===== src/rtl/conv_layer_seq_if.sv =====
// Bus bundle for conv_layer_seq: layer configuration and start/status,
// load-block handshake, convolve-engine pixel stream, partial-sum read port
// and output write port. The master side is the sequencer; the slave side is
// the surrounding controller, memories and engine.
interface conv_layer_seq_if #(
    parameter int DATA_W = 16,
    parameter int ADDR_W = 16,
    parameter int CNT_W  = 8
);
    logic              start;
    logic [CNT_W-1:0]  cfg_in_ch;
    logic [CNT_W-1:0]  cfg_out_ch;
    logic [CNT_W-1:0]  cfg_img_size;
    logic [CNT_W-1:0]  cfg_flt_size;
    logic [ADDR_W-1:0] cfg_img_addr;
    logic [ADDR_W-1:0] cfg_flt_addr;
    logic [ADDR_W-1:0] cfg_out_addr;
    logic              busy;
    logic              done;
    logic              err;
    logic              ld_req;
    logic              ld_type;
    logic [ADDR_W-1:0] ld_addr;
    logic [CNT_W-1:0]  ld_size;
    logic              ld_ack;
    logic              cv_start;
    logic              cv_pix_valid;
    logic [DATA_W-1:0] cv_pix;
    logic              cv_pix_ready;
    logic              ps_rd_en;
    logic [ADDR_W-1:0] ps_rd_addr;
    logic [DATA_W-1:0] ps_rd_data;
    logic              wr_en;
    logic [ADDR_W-1:0] wr_addr;
    logic [DATA_W-1:0] wr_data;

    modport master (
        input  start, cfg_in_ch, cfg_out_ch, cfg_img_size, cfg_flt_size,
               cfg_img_addr, cfg_flt_addr, cfg_out_addr,
               ld_ack, cv_pix_valid, cv_pix, ps_rd_data,
        output busy, done, err, ld_req, ld_type, ld_addr, ld_size,
               cv_start, cv_pix_ready, ps_rd_en, ps_rd_addr,
               wr_en, wr_addr, wr_data
    );

    modport slave (
        output start, cfg_in_ch, cfg_out_ch, cfg_img_size, cfg_flt_size,
               cfg_img_addr, cfg_flt_addr, cfg_out_addr,
               ld_ack, cv_pix_valid, cv_pix, ps_rd_data,
        input  busy, done, err, ld_req, ld_type, ld_addr, ld_size,
               cv_start, cv_pix_ready, ps_rd_en, ps_rd_addr,
               wr_en, wr_addr, wr_data
    );
endinterface


===== src/rtl/conv_layer_seq.sv =====
// Multi-channel convolution sequencer. For each output channel oc and each
// input channel ic it loads image ic and filter (oc,ic), starts the engine and
// accumulates the streamed pixels into output map oc with saturation.
// Optional feature macro: RELU_EN -- when defined, negative results written on
// the last input channel are clamped to zero.
module conv_layer_seq #(
    parameter int DATA_W = 16,
    parameter int ADDR_W = 16,
    parameter int CNT_W  = 8
) (
    input  logic i_clk,
    input  logic i_reset,
    conv_layer_seq_if.master bus
);
    localparam int PW = 2 * CNT_W;

    typedef enum logic [2:0] {
        S_IDLE, S_CHECK, S_LD_IMG, S_LD_FLT, S_RUN, S_DRAIN, S_NEXT, S_DONE
    } state_t;

    state_t            r_state;
    logic [CNT_W-1:0]  r_in_ch, r_out_ch, r_n, r_k, r_ic, r_oc;
    logic [ADDR_W-1:0] r_img_base, r_flt_base, r_out_base;
    logic [ADDR_W-1:0] r_img_ptr, r_flt_ptr, r_out_ptr, r_pix_addr;
    logic [ADDR_W-1:0] r_nn, r_kk;
    logic [PW-1:0]     r_p, r_pix_cnt;
    logic              r_busy, r_done, r_err, r_ld_req, r_ld_type, r_cv_start, r_ready;
    logic [ADDR_W-1:0] r_ld_addr;
    logic [CNT_W-1:0]  r_ld_size;
    logic              r_p1_valid, r_p1_acc, r_p1_last;
    logic [DATA_W-1:0] r_p1_pix;
    logic [ADDR_W-1:0] r_p1_addr;
    logic              r_wr_en;
    logic [ADDR_W-1:0] r_wr_addr;
    logic [DATA_W-1:0] r_wr_data;

    logic              w_hs, w_acc, w_last, w_ic_more, w_oc_more;
    logic [CNT_W:0]    w_ic_inc, w_oc_inc;
    logic [CNT_W-1:0]  w_m;
    logic [PW-1:0]     w_p, w_nn, w_kk;
    logic [DATA_W-1:0] w_wr_val;

    // Signed add at DATA_W+1 bits, clamped to the DATA_W signed range.
    function automatic logic [DATA_W-1:0] sat_add(input logic [DATA_W-1:0] a,
                                                  input logic [DATA_W-1:0] b);
        logic [DATA_W:0] s;
        s = {a[DATA_W-1], a} + {b[DATA_W-1], b};
        if (s[DATA_W] != s[DATA_W-1]) begin
            sat_add = s[DATA_W] ? {1'b1, {(DATA_W-1){1'b0}}} : {1'b0, {(DATA_W-1){1'b1}}};
        end else begin
            sat_add = s[DATA_W-1:0];
        end
    endfunction

    assign w_hs      = bus.cv_pix_valid & r_ready;
    assign w_acc     = (r_ic != CNT_W'(0));
    assign w_ic_inc  = {1'b0, r_ic} + (CNT_W+1)'(1);
    assign w_oc_inc  = {1'b0, r_oc} + (CNT_W+1)'(1);
    assign w_ic_more = (w_ic_inc < {1'b0, r_in_ch});
    assign w_oc_more = (w_oc_inc < {1'b0, r_out_ch});
    assign w_last    = (w_ic_inc == {1'b0, r_in_ch});
    assign w_m       = r_n - r_k + CNT_W'(1);
    assign w_p       = PW'(w_m) * PW'(w_m);
    assign w_nn      = PW'(r_n) * PW'(r_n);
    assign w_kk      = PW'(r_k) * PW'(r_k);

    // Output value of the write stage: pass-through, saturated sum, optional ReLU.
    always_comb begin
        w_wr_val = r_p1_pix;
        if (r_p1_acc) begin
            w_wr_val = sat_add(r_p1_pix, bus.ps_rd_data);
        end else begin
            w_wr_val = r_p1_pix;
        end
`ifdef RELU_EN
        if (r_p1_last && w_wr_val[DATA_W-1]) begin
            w_wr_val = {DATA_W{1'b0}};
        end else begin
            w_wr_val = w_wr_val;
        end
`endif
    end

    // Layer sequencing FSM: channel loops, load handshakes, pass bookkeeping.
    always_ff @(posedge i_clk or negedge i_reset) begin
        if (!i_reset) begin
            r_state <= S_IDLE;
            r_in_ch <= '0; r_out_ch <= '0; r_n <= '0; r_k <= '0; r_ic <= '0; r_oc <= '0;
            r_img_base <= '0; r_flt_base <= '0; r_out_base <= '0;
            r_img_ptr <= '0; r_flt_ptr <= '0; r_out_ptr <= '0; r_pix_addr <= '0;
            r_nn <= '0; r_kk <= '0; r_p <= '0; r_pix_cnt <= '0;
            r_busy <= 1'b0; r_done <= 1'b0; r_err <= 1'b0;
            r_ld_req <= 1'b0; r_ld_type <= 1'b0; r_ld_addr <= '0; r_ld_size <= '0;
            r_cv_start <= 1'b0; r_ready <= 1'b0;
        end else begin
            r_done     <= 1'b0;
            r_err      <= 1'b0;
            r_cv_start <= 1'b0;
            case (r_state)
                S_IDLE: begin
                    if (bus.start) begin
                        r_busy     <= 1'b1;
                        r_in_ch    <= bus.cfg_in_ch;
                        r_out_ch   <= bus.cfg_out_ch;
                        r_n        <= bus.cfg_img_size;
                        r_k        <= bus.cfg_flt_size;
                        r_img_base <= bus.cfg_img_addr;
                        r_flt_base <= bus.cfg_flt_addr;
                        r_out_base <= bus.cfg_out_addr;
                        r_state    <= S_CHECK;
                    end
                end
                S_CHECK: begin
                    r_nn <= ADDR_W'(w_nn);
                    r_kk <= ADDR_W'(w_kk);
                    r_p  <= w_p;
                    if ((r_in_ch == CNT_W'(0)) || (r_out_ch == CNT_W'(0)) ||
                        (r_k == CNT_W'(0)) || (r_k > r_n)) begin
                        r_busy  <= 1'b0;
                        r_done  <= 1'b1;
                        r_err   <= 1'b1;
                        r_state <= S_DONE;
                    end else begin
                        r_ic      <= '0;
                        r_oc      <= '0;
                        r_img_ptr <= r_img_base;
                        r_flt_ptr <= r_flt_base;
                        r_out_ptr <= r_out_base;
                        r_ld_req  <= 1'b1;
                        r_ld_type <= 1'b0;
                        r_ld_addr <= r_img_base;
                        r_ld_size <= r_n;
                        r_state   <= S_LD_IMG;
                    end
                end
                S_LD_IMG: begin
                    if (bus.ld_ack) begin
                        r_ld_type <= 1'b1;
                        r_ld_addr <= r_flt_ptr;
                        r_ld_size <= r_k;
                        r_state   <= S_LD_FLT;
                    end
                end
                S_LD_FLT: begin
                    if (bus.ld_ack) begin
                        r_ld_req   <= 1'b0;
                        r_cv_start <= 1'b1;
                        r_ready    <= 1'b1;
                        r_pix_cnt  <= '0;
                        r_pix_addr <= r_out_ptr;
                        r_state    <= S_RUN;
                    end
                end
                S_RUN: begin
                    if (w_hs) begin
                        r_pix_cnt  <= r_pix_cnt + PW'(1);
                        r_pix_addr <= r_pix_addr + ADDR_W'(1);
                        if (r_pix_cnt + PW'(1) == r_p) begin
                            r_ready <= 1'b0;
                            r_state <= S_DRAIN;
                        end
                    end
                end
                S_DRAIN: begin
                    if (!r_p1_valid && !r_wr_en) begin
                        r_state <= S_NEXT;
                    end
                end
                S_NEXT: begin
                    r_flt_ptr <= r_flt_ptr + r_kk;
                    if (w_ic_more) begin
                        r_ic      <= w_ic_inc[CNT_W-1:0];
                        r_img_ptr <= r_img_ptr + r_nn;
                        r_ld_req  <= 1'b1;
                        r_ld_type <= 1'b0;
                        r_ld_addr <= r_img_ptr + r_nn;
                        r_ld_size <= r_n;
                        r_state   <= S_LD_IMG;
                    end else if (w_oc_more) begin
                        r_ic      <= '0;
                        r_oc      <= w_oc_inc[CNT_W-1:0];
                        r_img_ptr <= r_img_base;
                        r_out_ptr <= r_out_ptr + ADDR_W'(r_p);
                        r_ld_req  <= 1'b1;
                        // A single input image stays resident across output channels.
                        if (r_in_ch == CNT_W'(1)) begin
                            r_ld_type <= 1'b1;
                            r_ld_addr <= r_flt_ptr + r_kk;
                            r_ld_size <= r_k;
                            r_state   <= S_LD_FLT;
                        end else begin
                            r_ld_type <= 1'b0;
                            r_ld_addr <= r_img_base;
                            r_ld_size <= r_n;
                            r_state   <= S_LD_IMG;
                        end
                    end else begin
                        r_busy  <= 1'b0;
                        r_done  <= 1'b1;
                        r_state <= S_DONE;
                    end
                end
                S_DONE: begin
                    r_state <= S_IDLE;
                end
                default: begin
                    r_state <= S_IDLE;
                end
            endcase
        end
    end

    // Two-stage write pipeline: capture pixel at handshake, add and write next cycle.
    always_ff @(posedge i_clk or negedge i_reset) begin
        if (!i_reset) begin
            r_p1_valid <= 1'b0; r_p1_acc <= 1'b0; r_p1_last <= 1'b0;
            r_p1_pix <= '0; r_p1_addr <= '0;
            r_wr_en <= 1'b0; r_wr_addr <= '0; r_wr_data <= '0;
        end else begin
            r_p1_valid <= w_hs;
            if (w_hs) begin
                r_p1_pix  <= bus.cv_pix;
                r_p1_addr <= r_pix_addr;
                r_p1_acc  <= w_acc;
                r_p1_last <= w_last;
            end
            r_wr_en <= r_p1_valid;
            if (r_p1_valid) begin
                r_wr_addr <= r_p1_addr;
                r_wr_data <= w_wr_val;
            end
        end
    end

    assign bus.busy         = r_busy;
    assign bus.done         = r_done;
    assign bus.err          = r_err;
    assign bus.ld_req       = r_ld_req;
    assign bus.ld_type      = r_ld_type;
    assign bus.ld_addr      = r_ld_addr;
    assign bus.ld_size      = r_ld_size;
    assign bus.cv_start     = r_cv_start;
    assign bus.cv_pix_ready = r_ready;
    assign bus.ps_rd_en     = w_hs & w_acc;
    assign bus.ps_rd_addr   = r_pix_addr;
    assign bus.wr_en        = r_wr_en;
    assign bus.wr_addr      = r_wr_addr;
    assign bus.wr_data      = r_wr_data;
endmodule

===== src/flat_wrapper.sv =====
// flat-port wrapper written by rule: the top's interface ports become plain ports
module conv_layer_seq_flat 
#(
    parameter int DATA_W = 16,
    parameter int ADDR_W = 16,
    parameter int CNT_W  = 8
)
  (i_clk, i_reset, bus_start, bus_cfg_in_ch, bus_cfg_out_ch, bus_cfg_img_size, bus_cfg_flt_size, bus_cfg_img_addr, bus_cfg_flt_addr, bus_cfg_out_addr, bus_ld_ack, bus_cv_pix_valid, bus_cv_pix, bus_ps_rd_data, bus_busy, bus_done, bus_err, bus_ld_req, bus_ld_type, bus_ld_addr, bus_ld_size, bus_cv_start, bus_cv_pix_ready, bus_ps_rd_en, bus_ps_rd_addr, bus_wr_en, bus_wr_addr, bus_wr_data);
  conv_layer_seq_if #(.DATA_W(DATA_W), .ADDR_W(ADDR_W), .CNT_W(CNT_W)) bus_i ();
  input  logic i_clk;
  input  logic i_reset;
  input wire logic [$bits(bus_i.start)-1:0] bus_start;
  input wire logic [$bits(bus_i.cfg_in_ch)-1:0] bus_cfg_in_ch;
  input wire logic [$bits(bus_i.cfg_out_ch)-1:0] bus_cfg_out_ch;
  input wire logic [$bits(bus_i.cfg_img_size)-1:0] bus_cfg_img_size;
  input wire logic [$bits(bus_i.cfg_flt_size)-1:0] bus_cfg_flt_size;
  input wire logic [$bits(bus_i.cfg_img_addr)-1:0] bus_cfg_img_addr;
  input wire logic [$bits(bus_i.cfg_flt_addr)-1:0] bus_cfg_flt_addr;
  input wire logic [$bits(bus_i.cfg_out_addr)-1:0] bus_cfg_out_addr;
  input wire logic [$bits(bus_i.ld_ack)-1:0] bus_ld_ack;
  input wire logic [$bits(bus_i.cv_pix_valid)-1:0] bus_cv_pix_valid;
  input wire logic [$bits(bus_i.cv_pix)-1:0] bus_cv_pix;
  input wire logic [$bits(bus_i.ps_rd_data)-1:0] bus_ps_rd_data;
  output wire logic [$bits(bus_i.busy)-1:0] bus_busy;
  output wire logic [$bits(bus_i.done)-1:0] bus_done;
  output wire logic [$bits(bus_i.err)-1:0] bus_err;
  output wire logic [$bits(bus_i.ld_req)-1:0] bus_ld_req;
  output wire logic [$bits(bus_i.ld_type)-1:0] bus_ld_type;
  output wire logic [$bits(bus_i.ld_addr)-1:0] bus_ld_addr;
  output wire logic [$bits(bus_i.ld_size)-1:0] bus_ld_size;
  output wire logic [$bits(bus_i.cv_start)-1:0] bus_cv_start;
  output wire logic [$bits(bus_i.cv_pix_ready)-1:0] bus_cv_pix_ready;
  output wire logic [$bits(bus_i.ps_rd_en)-1:0] bus_ps_rd_en;
  output wire logic [$bits(bus_i.ps_rd_addr)-1:0] bus_ps_rd_addr;
  output wire logic [$bits(bus_i.wr_en)-1:0] bus_wr_en;
  output wire logic [$bits(bus_i.wr_addr)-1:0] bus_wr_addr;
  output wire logic [$bits(bus_i.wr_data)-1:0] bus_wr_data;
  assign bus_i.start = bus_start;
  assign bus_i.cfg_in_ch = bus_cfg_in_ch;
  assign bus_i.cfg_out_ch = bus_cfg_out_ch;
  assign bus_i.cfg_img_size = bus_cfg_img_size;
  assign bus_i.cfg_flt_size = bus_cfg_flt_size;
  assign bus_i.cfg_img_addr = bus_cfg_img_addr;
  assign bus_i.cfg_flt_addr = bus_cfg_flt_addr;
  assign bus_i.cfg_out_addr = bus_cfg_out_addr;
  assign bus_i.ld_ack = bus_ld_ack;
  assign bus_i.cv_pix_valid = bus_cv_pix_valid;
  assign bus_i.cv_pix = bus_cv_pix;
  assign bus_i.ps_rd_data = bus_ps_rd_data;
  assign bus_busy = bus_i.busy;
  assign bus_done = bus_i.done;
  assign bus_err = bus_i.err;
  assign bus_ld_req = bus_i.ld_req;
  assign bus_ld_type = bus_i.ld_type;
  assign bus_ld_addr = bus_i.ld_addr;
  assign bus_ld_size = bus_i.ld_size;
  assign bus_cv_start = bus_i.cv_start;
  assign bus_cv_pix_ready = bus_i.cv_pix_ready;
  assign bus_ps_rd_en = bus_i.ps_rd_en;
  assign bus_ps_rd_addr = bus_i.ps_rd_addr;
  assign bus_wr_en = bus_i.wr_en;
  assign bus_wr_addr = bus_i.wr_addr;
  assign bus_wr_data = bus_i.wr_data;
  conv_layer_seq #(.DATA_W(DATA_W), .ADDR_W(ADDR_W), .CNT_W(CNT_W)) u_core (.i_clk(i_clk), .i_reset(i_reset), .bus(bus_i));
endmodule

===== config.mk =====
export PLATFORM = sky130hd
export DESIGN_NAME = conv_layer_seq_flat
export DESIGN_NICKNAME = d
export VERILOG_FILES = /design/src/rtl/conv_layer_seq_if.sv /design/src/rtl/conv_layer_seq.sv /design/src/flat_wrapper.sv
export SDC_FILE = /design/constraint.sdc
export NUM_CORES = 1
export LEC_CHECK = 0
export ABC_AREA = 1
export BUFFER_PORTS_ARGS = -buffer_cell sky130_fd_sc_hd__buf_2
export CAP_MARGIN = 20
export CELL_PAD_IN_SITES_DETAIL_PLACEMENT = 1
export CELL_PAD_IN_SITES_GLOBAL_PLACEMENT = 2
export CORE_MARGIN = 4
export CORE_UTILIZATION = 37
export CTS_BUF_LIST = sky130_fd_sc_hd__clkbuf_4 sky130_fd_sc_hd__clkbuf_8
export DETAILED_ROUTE_END_ITERATION = 16
export MAX_ROUTING_LAYER = met4
export PLACE_DENSITY_LB_ADDON = 0.1
export SETUP_SLACK_MARGIN = 0.2
export SLEW_MARGIN = 20
export SYNTH_ARGS = -nofsm -noshare
export SYNTH_HDL_FRONTEND = slang
export SYNTH_SLANG_ARGS = --single-unit

===== constraint.sdc =====
create_clock -name i_clk -period 7.15 [get_ports i_clk]
set_clock_uncertainty 0.15 [all_clocks]
set_input_delay 1.0725 -clock i_clk [delete_from_list [all_inputs] [get_ports i_clk]]
set_output_delay 1.0725 -clock i_clk [all_outputs]
set_load 0.02 [all_outputs]

# Yosys cells after proc, flatten, opt, wreduce, memory -nomap -nowiden

Cells that the tools add are included.
Widths: inputs -> output; s select.

Flip-flop bits (word level): 325

Mux-type cells: 74
Equality and inequality tests: 22
Magnitude comparators: 3
Add/subtract/negate cells: 10
Reductions and logical operators: 26
Multiply operators: 3
Bitwise logic cells: 2

Operators by type and width:

| cell                  | count |
|---|---|
| $mux 16               | 18 |
| $pmux 16 s2           | 5 |
| $mux 8                | 10 |
| $add 16x16->16        | 3 |
| $mul 8x8->16          | 3 |
| $pmux 16 s3           | 1 |
| $add 16x1->16 const B | 2 |
| $pmux 8 s2            | 2 |
| $mux 3                | 9 |
| $logic_not 8->1       | 3 |
| $pmux 3 s8            | 1 |
| $pmux 8 s3            | 1 |
| $mux 1                | 22 |
| $add 8x1->9 const B   | 2 |
| $lt 9x8->1            | 2 |
| $add 16x16->17        | 1 |
| $eq 16x16->1          | 1 |
| $reduce_and 4->1      | 4 |
| $eq 3x3->1 const B    | 4 |
| $ne 2x2->1 const B    | 6 |
| $ne 2x1->1 const B    | 5 |
| $pmux 1 s3            | 3 |
| $reduce_bool 3->1     | 3 |
| $add 8x1->8 const B   | 1 |
| 19 further kinds      | 28 |

# Longest topological paths before layout

Gate-level depths: netlist of the first run.

Word-level depth: 6
Depth in mapped cells: 29
Mapped depth without buffers: 28

# Worst setup path after synthesis of the first run

Ideal clock, no wire load.

Path kind: register -> register
Start point: register u_core.r_n[1]
End point: register u_core.r_p[13]
Required time: 6.867 ns
Clock period less this slack: 6.354 ns
Arrival time: 6.072 ns
Cell stages (with the launch flop): 29
Setup time: 0.133 ns
Setup slack: 0.796 ns
Path through: dfrtp_1 -> clkbuf_1 -> inv_1 -> ha_1 -> inv_1 -> ha_1 -> fa_1 -> nand3_1 -> nand3_1 -> nand2_1 -> nand2_1 -> a21oi_1 -> xor2_1 -> inv_1 -> nor2_1 -> fa_1 -> fa_1 -> inv_1 -> fa_1 -> fa_1 -> inv_1 -> ha_1 -> a21oi_1 -> o21ai_0 -> a21oi_1 -> o21bai_1 -> or2_2 -> nand3_1 -> o21ai_0

Cells in the longest elaborated chain, start to end: 3

RTL lines:

| item                     | line                  | source |
|---|---|---|
| start: declaration       | conv_layer_seq.sv:22  | `logic [CNT_W-1:0] r_in_ch, r_out_ch, r_n, r_k, r_ic, r_oc;` |
| start signal: assignment | conv_layer_seq.sv:105 | `r_n <= bus.cfg_img_size;` |
| $sub 8x8->8              | conv_layer_seq.sv:62  | `assign w_m = r_n - r_k + CNT_W'(1);` |
| $add 8x1->8              | conv_layer_seq.sv:62  |  |
| $mul 8x8->16             | conv_layer_seq.sv:63  | `assign w_p = PW'(w_m) * PW'(w_m);` |
| end signal: assignment   | conv_layer_seq.sv:116 | `r_p <= w_p;` |
| end: declaration         | conv_layer_seq.sv:26  | `logic [PW-1:0] r_p, r_pix_cnt;` |

Every way passes these cells.
A chain may end at the register's enable or synchronous reset.

# Final worst setup path of the first run

Start point: register u_core.r_k[0]
End point: register u_core.r_p[13]

Cells in the longest elaborated chain, start to end: 3

RTL lines:

| item                     | line                  | source |
|---|---|---|
| start: declaration       | conv_layer_seq.sv:22  |  |
| start signal: assignment | conv_layer_seq.sv:106 | `r_k <= bus.cfg_flt_size;` |
| $sub 8x8->8              | conv_layer_seq.sv:62  |  |
| $add 8x1->8              | conv_layer_seq.sv:62  |  |
| $mul 8x8->16             | conv_layer_seq.sv:63  |  |

Every way passes these cells.

==> run_summary.xml, run 1 <==
<?xml version="1.0" encoding="UTF-8"?>
<metrics>
  <group name="die">
    <metric name="design.core.area" unit="um^2">63000</metric>
    <metric name="ios" unit="">198</metric>
    <metric name="placement_rows" unit="">92</metric>
    <metric name="initial_core_util" unit="">0.373</metric>
    <metric name="die_area" unit="um^2">67600</metric>
    <metric name="die_width" unit="um">260</metric>
    <metric name="die_y" unit="um">260</metric>
  </group>
  <group name="worst_setup_path">
    <metric name="crit_path_end_kind" unit="">flip-flop</metric>
    <metric name="cp.buffers_inverters" unit="">4</metric>
    <metric name="critical_path.max_stage_delay" unit="ns">0.56</metric>
    <metric name="timing.critical_path.fanout_max" unit="">9</metric>
    <metric name="crit_path_top_delay_cell" unit="">fa_1</metric>
    <metric name="timing_worst_setup_path_type" unit="">reg -&gt; reg</metric>
    <metric name="cp_data_arrival_time" unit="ns">6.96</metric>
    <metric name="timing.critical_path.max_delay_family" unit="">adder cells</metric>
    <metric name="setup.worst_path.start_class" unit="">flip-flop</metric>
    <metric name="worst_path_most_repeated_cell" unit="">fa_1</metric>
    <metric name="req_time_crit_path" unit="ns">7.49</metric>
  </group>
  <group name="yosys">
    <metric name="post-synth-top-area-cell" unit="">dfrtp_1</metric>
    <metric name="synth_seq_area_share" unit="">0.343</metric>
    <metric name="postSynth.asyncResetShare" unit="">1.00</metric>
    <metric name="synthTopCellsByArea" unit="">dfrtp_1 (34%), nand2_1 (14%), ha_1 (10%)</metric>
    <metric name="area_of_the_mapped_netlist" unit="um^2">23500</metric>
    <metric name="postSynthRegisterBits" unit="">322</metric>
    <metric name="ys.warnings.count" unit="">0</metric>
    <metric name="avgSynthCellArea" unit="um^2">7.63</metric>
    <metric name="synth_cells" unit="">3080</metric>
    <metric name="synth_cell_types" unit="">53</metric>
    <metric name="synth-main-ff-cell" unit="">dfrtp_1</metric>
    <metric name="synth_enable_flop_cells" unit="">0</metric>
    <metric name="netlist.area_leader.share" unit="">0.343</metric>
  </group>
  <group name="min_path">
    <metric name="timing.hold.worst.class" unit="">in -&gt; async</metric>
  </group>
  <group name="timing">
    <metric name="rsz0062_at_grt" unit="">yes</metric>
    <metric name="fmaxAchievable" unit="MHz">151</metric>
    <metric name="slew-limit-headroom" unit="">0.354</metric>
    <metric name="finalWorstPathRequiredPeriod" unit="ns">6.62</metric>
    <metric name="worst_hold_slack" unit="ns">0.175</metric>
    <metric name="timing.final.setup_violations" unit="">0</metric>
    <metric name="final_min_period_over_clock_period" unit="">0.926</metric>
    <metric name="hold_viol" unit="">0</metric>
    <metric name="timing.setup.tns" unit="ns">0</metric>
    <metric name="worst-slew-pin-transition" unit="ns">0.968</metric>
    <metric name="timing_max_transition_violations_final" unit="">0</metric>
  </group>
  <group name="finish">
    <metric name="mostFrequentLayoutCells" unit="">nand2_1 (894), inv_1 (402), dfrtp_1 (319)</metric>
    <metric name="final_nets" unit="">3653</metric>
    <metric name="layout_cells_sized_above_1" unit="">0.127</metric>
    <metric name="layout.cells.most_common" unit="">nand2_1</metric>
    <metric name="num-fill-cells" unit="">7897</metric>
    <metric name="area_delta_synth_final" unit="%">14.0</metric>
  </group>
  <group name="placement">
    <metric name="place.gp.congestion" unit="">0.894</metric>
    <metric name="dp_hpwl" unit="um">62300</metric>
    <metric name="numPortBuffers" unit="">197</metric>
  </group>
  <group name="detailed_routing">
    <metric name="detailedRoute.firstIterationViolations" unit="">1050</metric>
    <metric name="drc" unit="">0</metric>
    <metric name="avgRoutedWirePerCell" unit="um">19.4</metric>
    <metric name="vias_per_cell" unit="">5.13</metric>
    <metric name="vias" unit="">21358</metric>
    <metric name="totalWireLength" unit="um">80800</metric>
    <metric name="detail-route-antenna-nets" unit="">0</metric>
    <metric name="firstDrtPassIters" unit="">5</metric>
  </group>
  <group name="clock_network">
    <metric name="cts.sinks" unit="">322</metric>
    <metric name="tritoncts" unit="">built</metric>
    <metric name="worstSkewPairLatency" unit="ns">0.65</metric>
    <metric name="clock-root-buffer" unit="">clkbuf_8</metric>
    <metric name="path_clk_slew" unit="ns">0.06</metric>
    <metric name="clockBufferDepth" unit="">3</metric>
    <metric name="tritoncts.num_buffers" unit="">68</metric>
    <metric name="cts_max_level" unit="">3</metric>
  </group>
  <group name="global_route">
    <metric name="grt_pass1_vias" unit="">22858</metric>
    <metric name="antenna_violations_before_repair" unit="">2</metric>
    <metric name="maximum_number_of_pins_on_one_net_before_global_route_repair" unit="">150</metric>
    <metric name="grt_overflow" unit="">0</metric>
    <metric name="grt_pass1_wl" unit="um">128000</metric>
    <metric name="global_route.usage.total" unit="">0.247</metric>
  </group>
  <group name="run">
    <metric name="maxCapViolCount" unit="">0</metric>
  </group>
  <group name="outcome">
    <metric name="outcome" unit="">complete, no violations</metric>
  </group>
</metrics>
synth_stat cells (28+ instances only):
library cell and count:
inv_1 402, xnor2_1 32, o21ai_0 179, nand2_1 894, clkbuf_1 60, nand3_1 175
buf_2 28, xor2_1 62, nor2_1 186, nor3_1 32, fa_1 78, ha_1 187
a21oi_1 183, nand4_1 28, dfrtp_1 322
area by class of cell:
class / instances / area, um^2 / area share
Clock buffer: 99 / 1270 / 0.0474
Clock inverter: 18 / 181 / 0.00677
Timing Repair Buffer: 218 / 1170 / 0.0435
Antenna cell: 2 / 5.00 / 0.000187
Inverter: 416 / 1560 / 0.0583
Tap cell: 846 / 1060 / 0.0395
Sequential cell: 322 / 8060 / 0.301
Multi-Input combinational cell: 2245 / 13500 / 0.503
per-layer routing:
layer / global-route usage / vias up / wire, um
li1: - / 10287 / -
met1: 0.321 / 10581 / 37500
met2: 0.404 / 382 / 38100
met3: 0.0317 / 108 / 3190
met4: 0.0727 / 0 / 2070
met5: - / - / 0
state kept, by name (all words and copies together) (netlist names), 15 cells and up:
register               count
u_core.bus.ld_addr        16
u_core.bus.wr_data        16
u_core.r_img_ptr          16
u_core.r_out_base         16
u_core.r_p1_addr          16
u_core.r_p1_pix           16
u_core.r_nn               15
u_core.r_kk               15
u_core.r_out_ptr          16
u_core.r_img_base         16
u_core.r_flt_base         16
u_core.bus.ps_rd_addr     16
u_core.r_p                15
u_core.r_flt_ptr          16
u_core.bus.wr_addr        16
u_core.r_pix_cnt          16
worst paths after layout:
| path | start | endpoint | slack [ns] | cells after the start |
|---|---|---|---|---|
| max in group asynchronous | i_reset | u_core.bus.ld_size[5] | 5.33 | 2 |
| hold / removal | i_reset | u_core.bus.wr_addr[10] | 0.18 | 1 |
| hold reg to reg | u_core.bus.wr_addr[4] | u_core.bus.wr_addr[4] | 0.31 | 2 |
| setup reg to reg | u_core.r_k[0] | u_core.r_p[13] | 0.53 | 26 |
| min in group i_clk | u_core.bus.wr_addr[4] | u_core.bus.wr_addr[4] | 0.31 | 2 |
| setup / recovery | u_core.r_k[0] | u_core.r_p[13] | 0.53 | 26 |
logic make-up (layout without fill, tap and decap cells):
kind of cell    after synthesis  in the layout  synth area share
xor+xnor                     95             95            0.0360
fa+ha+maj                   265            265             0.166
buf+inv                     516            751            0.0850
mux                          24             24            0.0115
compound gates              483            483             0.114
other cells                   1              6          0.000160
simple gates               1374           1374             0.244
flops                       322            322             0.343
stage by stage:
stage / cells / util / instance area, um^2 / worst slack [ns]
6_report: 4166 / 0.426 / 26800 / 0.526
5_1_grt: 4166 / 0.426 / 26800 / 0.127
4_1_cts: 4163 / 0.425 / 26800 / 0.231
3_5_place_dp: 4046 / 0.402 / 25300 / 0.279
3_3_place_gp: 4046 / 0.402 / 25300 / 0.586
2_1_floorplan: 3083 / - / 23500 / 0.796
timing repair:
item / 4_1_cts / 5_1_grt
setup buffers: 0 / 1
hold buffers: 0 / 0
setup endpoints to repair: 0 / 5
gates resized for setup: 0 / 9
Power of run 1 is not shown: default switching activity piles up to over one toggle a cycle in this logic, so the estimate is an artifact.
==> run 2: changes to the inputs <==
- CORE_UTILIZATION: 37 -> 33
- clock period: 7.15 -> 5.55 ns (I/O delays scaled with it)
==> run_summary.xml, run 2 (synthesis gave the netlist of run 1 again) <==
<?xml version="1.0" encoding="UTF-8"?>
<metrics>
  <group name="outcome">
    <metric name="outcome" unit="">complete, but fails checks</metric>
    <metric name="violated_checks" unit="">negative setup slack</metric>
  </group>
  <group name="worst_setup_path">
    <metric name="worst_path_most_repeated_cell" unit="">fa_1</metric>
    <metric name="reg2regPathDepth" unit="">27</metric>
    <metric name="timing.rr.start" unit="">u_core.r_n[1]</metric>
    <metric name="req_time_crit_path" unit="ns">5.92</metric>
    <metric name="timing.critical_path.max_delay_family" unit="">adder cells</metric>
    <metric name="cp_data_arrival_time" unit="ns">5.97</metric>
    <metric name="crit_path_top_delay_cell" unit="">fa_1</metric>
    <metric name="worst_r2r_endpoint" unit="">u_core.r_p[12]</metric>
    <metric name="beginning_of_the_critical_path" unit="">u_core.r_n[1]</metric>
    <metric name="setup.worst_path.start_class" unit="">flip-flop</metric>
    <metric name="timing_worst_setup_path_type" unit="">reg -&gt; reg</metric>
    <metric name="timing.critical_path.fanout_max" unit="">4</metric>
    <metric name="critical_path.max_stage_delay" unit="ns">0.53</metric>
    <metric name="crit_path_end_kind" unit="">flip-flop</metric>
    <metric name="worst-r2r-setup-slack" unit="ns">-0.05</metric>
    <metric name="cp.buffers_inverters" unit="">5</metric>
  </group>
  <group name="placement">
    <metric name="dpl_cell_area" unit="um^2">26000</metric>
    <metric name="dp_hpwl" unit="um">62300</metric>
    <metric name="place_ws" unit="ns">-0.283</metric>
    <metric name="place.gp.congestion" unit="">0.863</metric>
    <metric name="numPortBuffers" unit="">197</metric>
  </group>
  <group name="timing">
    <metric name="slew-limit-headroom" unit="">0.386</metric>
    <metric name="final_min_period_over_clock_period" unit="">1.01</metric>
    <metric name="rsz0062_at_grt" unit="">yes</metric>
    <metric name="timing.final.setup_violations" unit="">2</metric>
    <metric name="timing_max_transition_violations_final" unit="">0</metric>
    <metric name="setup_slack" unit="ns">-0.0482</metric>
    <metric name="finalWorstPathRequiredPeriod" unit="ns">5.60</metric>
    <metric name="fmaxAchievable" unit="MHz">179</metric>
    <metric name="worst-slew-pin-transition" unit="ns">0.921</metric>
    <metric name="hold_viol" unit="">0</metric>
  </group>
  <group name="detailed_routing">
    <metric name="vias_per_cell" unit="">4.94</metric>
    <metric name="detail-route-antenna-nets" unit="">0</metric>
    <metric name="drc" unit="">0</metric>
    <metric name="avgRoutedWirePerCell" unit="um">18.8</metric>
    <metric name="vias" unit="">21359</metric>
    <metric name="totalWireLength" unit="um">81300</metric>
    <metric name="firstDrtPassIters" unit="">4</metric>
    <metric name="detailedRoute.firstIterationViolations" unit="">990</metric>
  </group>
  <group name="die">
    <metric name="placement_rows" unit="">97</metric>
    <metric name="die_y" unit="um">275</metric>
    <metric name="die_area" unit="um^2">75500</metric>
    <metric name="initial_core_util" unit="">0.334</metric>
    <metric name="die_width" unit="um">275</metric>
    <metric name="ios" unit="">198</metric>
    <metric name="design.core.area" unit="um^2">70300</metric>
  </group>
  <group name="global_route">
    <metric name="globalRoute.busiestLayer" unit="">met2</metric>
    <metric name="grtUsageMet2" unit="">0.376</metric>
    <metric name="grt_overflow" unit="">0</metric>
    <metric name="gr_layer_usage_met1" unit="">0.287</metric>
    <metric name="grt_pass1_wl" unit="um">130000</metric>
    <metric name="antenna_violations_before_repair" unit="">2</metric>
    <metric name="groute.layer.met3.usage" unit="">0.0276</metric>
    <metric name="global_route.usage.total" unit="">0.223</metric>
    <metric name="grt_pass1_vias" unit="">23332</metric>
    <metric name="maximum_number_of_pins_on_one_net_before_global_route_repair" unit="">98</metric>
  </group>
  <group name="finish">
    <metric name="final_nets" unit="">3713</metric>
    <metric name="layout_cells_sized_above_1" unit="">0.158</metric>
    <metric name="fin_area" unit="um^2">27800</metric>
    <metric name="layout.cells.most_common" unit="">nand2_1</metric>
    <metric name="area_delta_synth_final" unit="%">18.4</metric>
    <metric name="mostFrequentLayoutCells" unit="">nand2_1 (889), inv_1 (391), dfrtp_1 (322)</metric>
  </group>
  <group name="clock_network">
    <metric name="clockBufferDepth" unit="">3</metric>
    <metric name="tritoncts.num_buffers" unit="">68</metric>
    <metric name="clock-root-buffer" unit="">clkbuf_8</metric>
    <metric name="tritoncts" unit="">built</metric>
    <metric name="path_clk_slew" unit="ns">0.07</metric>
    <metric name="cts.sinks" unit="">322</metric>
    <metric name="worstSkewPairLatency" unit="ns">0.64</metric>
    <metric name="cts_max_level" unit="">3</metric>
  </group>
  <group name="min_path">
    <metric name="min-delay-start" unit="">bus_cv_pix[5]</metric>
    <metric name="holdPathStages" unit="">3</metric>
    <metric name="timing.hold.worst.class" unit="">in -&gt; reg</metric>
    <metric name="min_delay_worst_endpoint" unit="">u_core.r_p1_pix[5]</metric>
  </group>
  <group name="run">
    <metric name="maxCapViolCount" unit="">0</metric>
  </group>
</metrics>
## run 2: cell types whose count changed in the layout (fill, tap and decap cells not counted), moves of 5 or more
cell	delta
clkinv_2	-5
buf_4	+57
ha_1	-12
ha_4	+12
a21oi_1	-6
o21ai_0	-7
inv_2	+9
nand2_1	-5
inv_1	-11
## run 2: repair_timing
item                       4_1_cts  5_1_grt
gates resized for setup         30       14
hold buffers                     1        0
hold endpoints to repair         8        0
buffers inserted                 6        1
setup endpoints to repair        9        9
pin swaps                       21        5
## run 2: layout make-up
type | instances | area (um^2)
inverters | 416 | 1570
fillers | 8613 | 42500
repair buffers | 278 | 1640
diodes | 2 | 5.00
clock inverters | 16 | 215
flip-flops and latches | 322 | 8060
multi-input cells | 2245 | 13800
well taps | 940 | 1180
clock buffers | 105 | 1330
## run 2: stage by stage
step / TNS (ns) / cells / utilization / hold slack, ns
after CTS: -0.0419 / 4321 / 0.394 / 0.167
after global placement: -0.183 / 4193 / 0.370 / 0.306
final: -0.0867 / 4324 / 0.396 / 0.247
after detailed placement: -1.01 / 4193 / 0.370 / 0.308
after floorplan: -0.150 / 3083 / - / 0.255
after global routing: -1.66 / 4324 / 0.396 / 0.202
## run 2: how the worst max path moves through the flow
| stage | end | depth (start not counted) |
|---|---|---|
| global route | u_core.r_p[14] | 31 |
| floorplan | u_core.r_p[13] | 28 |
| CTS | u_core.r_p[12] | 27 |
| global placement | u_core.r_p[13] | 27 |
| finish | u_core.r_p[12] | 27 |
| detailed placement | u_core.r_p[12] | 29 |
## run 2: worst reg2reg max path: cells and delay by family (launching register included)
family,cells,cell delay (ns)
fa+ha+maj,8,3.05
simple gates,7,0.69
buf+inv,5,0.25
compound gates,6,0.72
xor+xnor,1,0.22
flops,1,0.41
## run 2: routing by layer
layer | vias up | wire length [um]
met4 | 0 | 1700
met2 | 286 | 39200
met3 | 112 | 2600
met1 | 10548 | 37800
met5 | - | 0
li1 | 10413 | -
Power of run 2 is left out for the same reason.
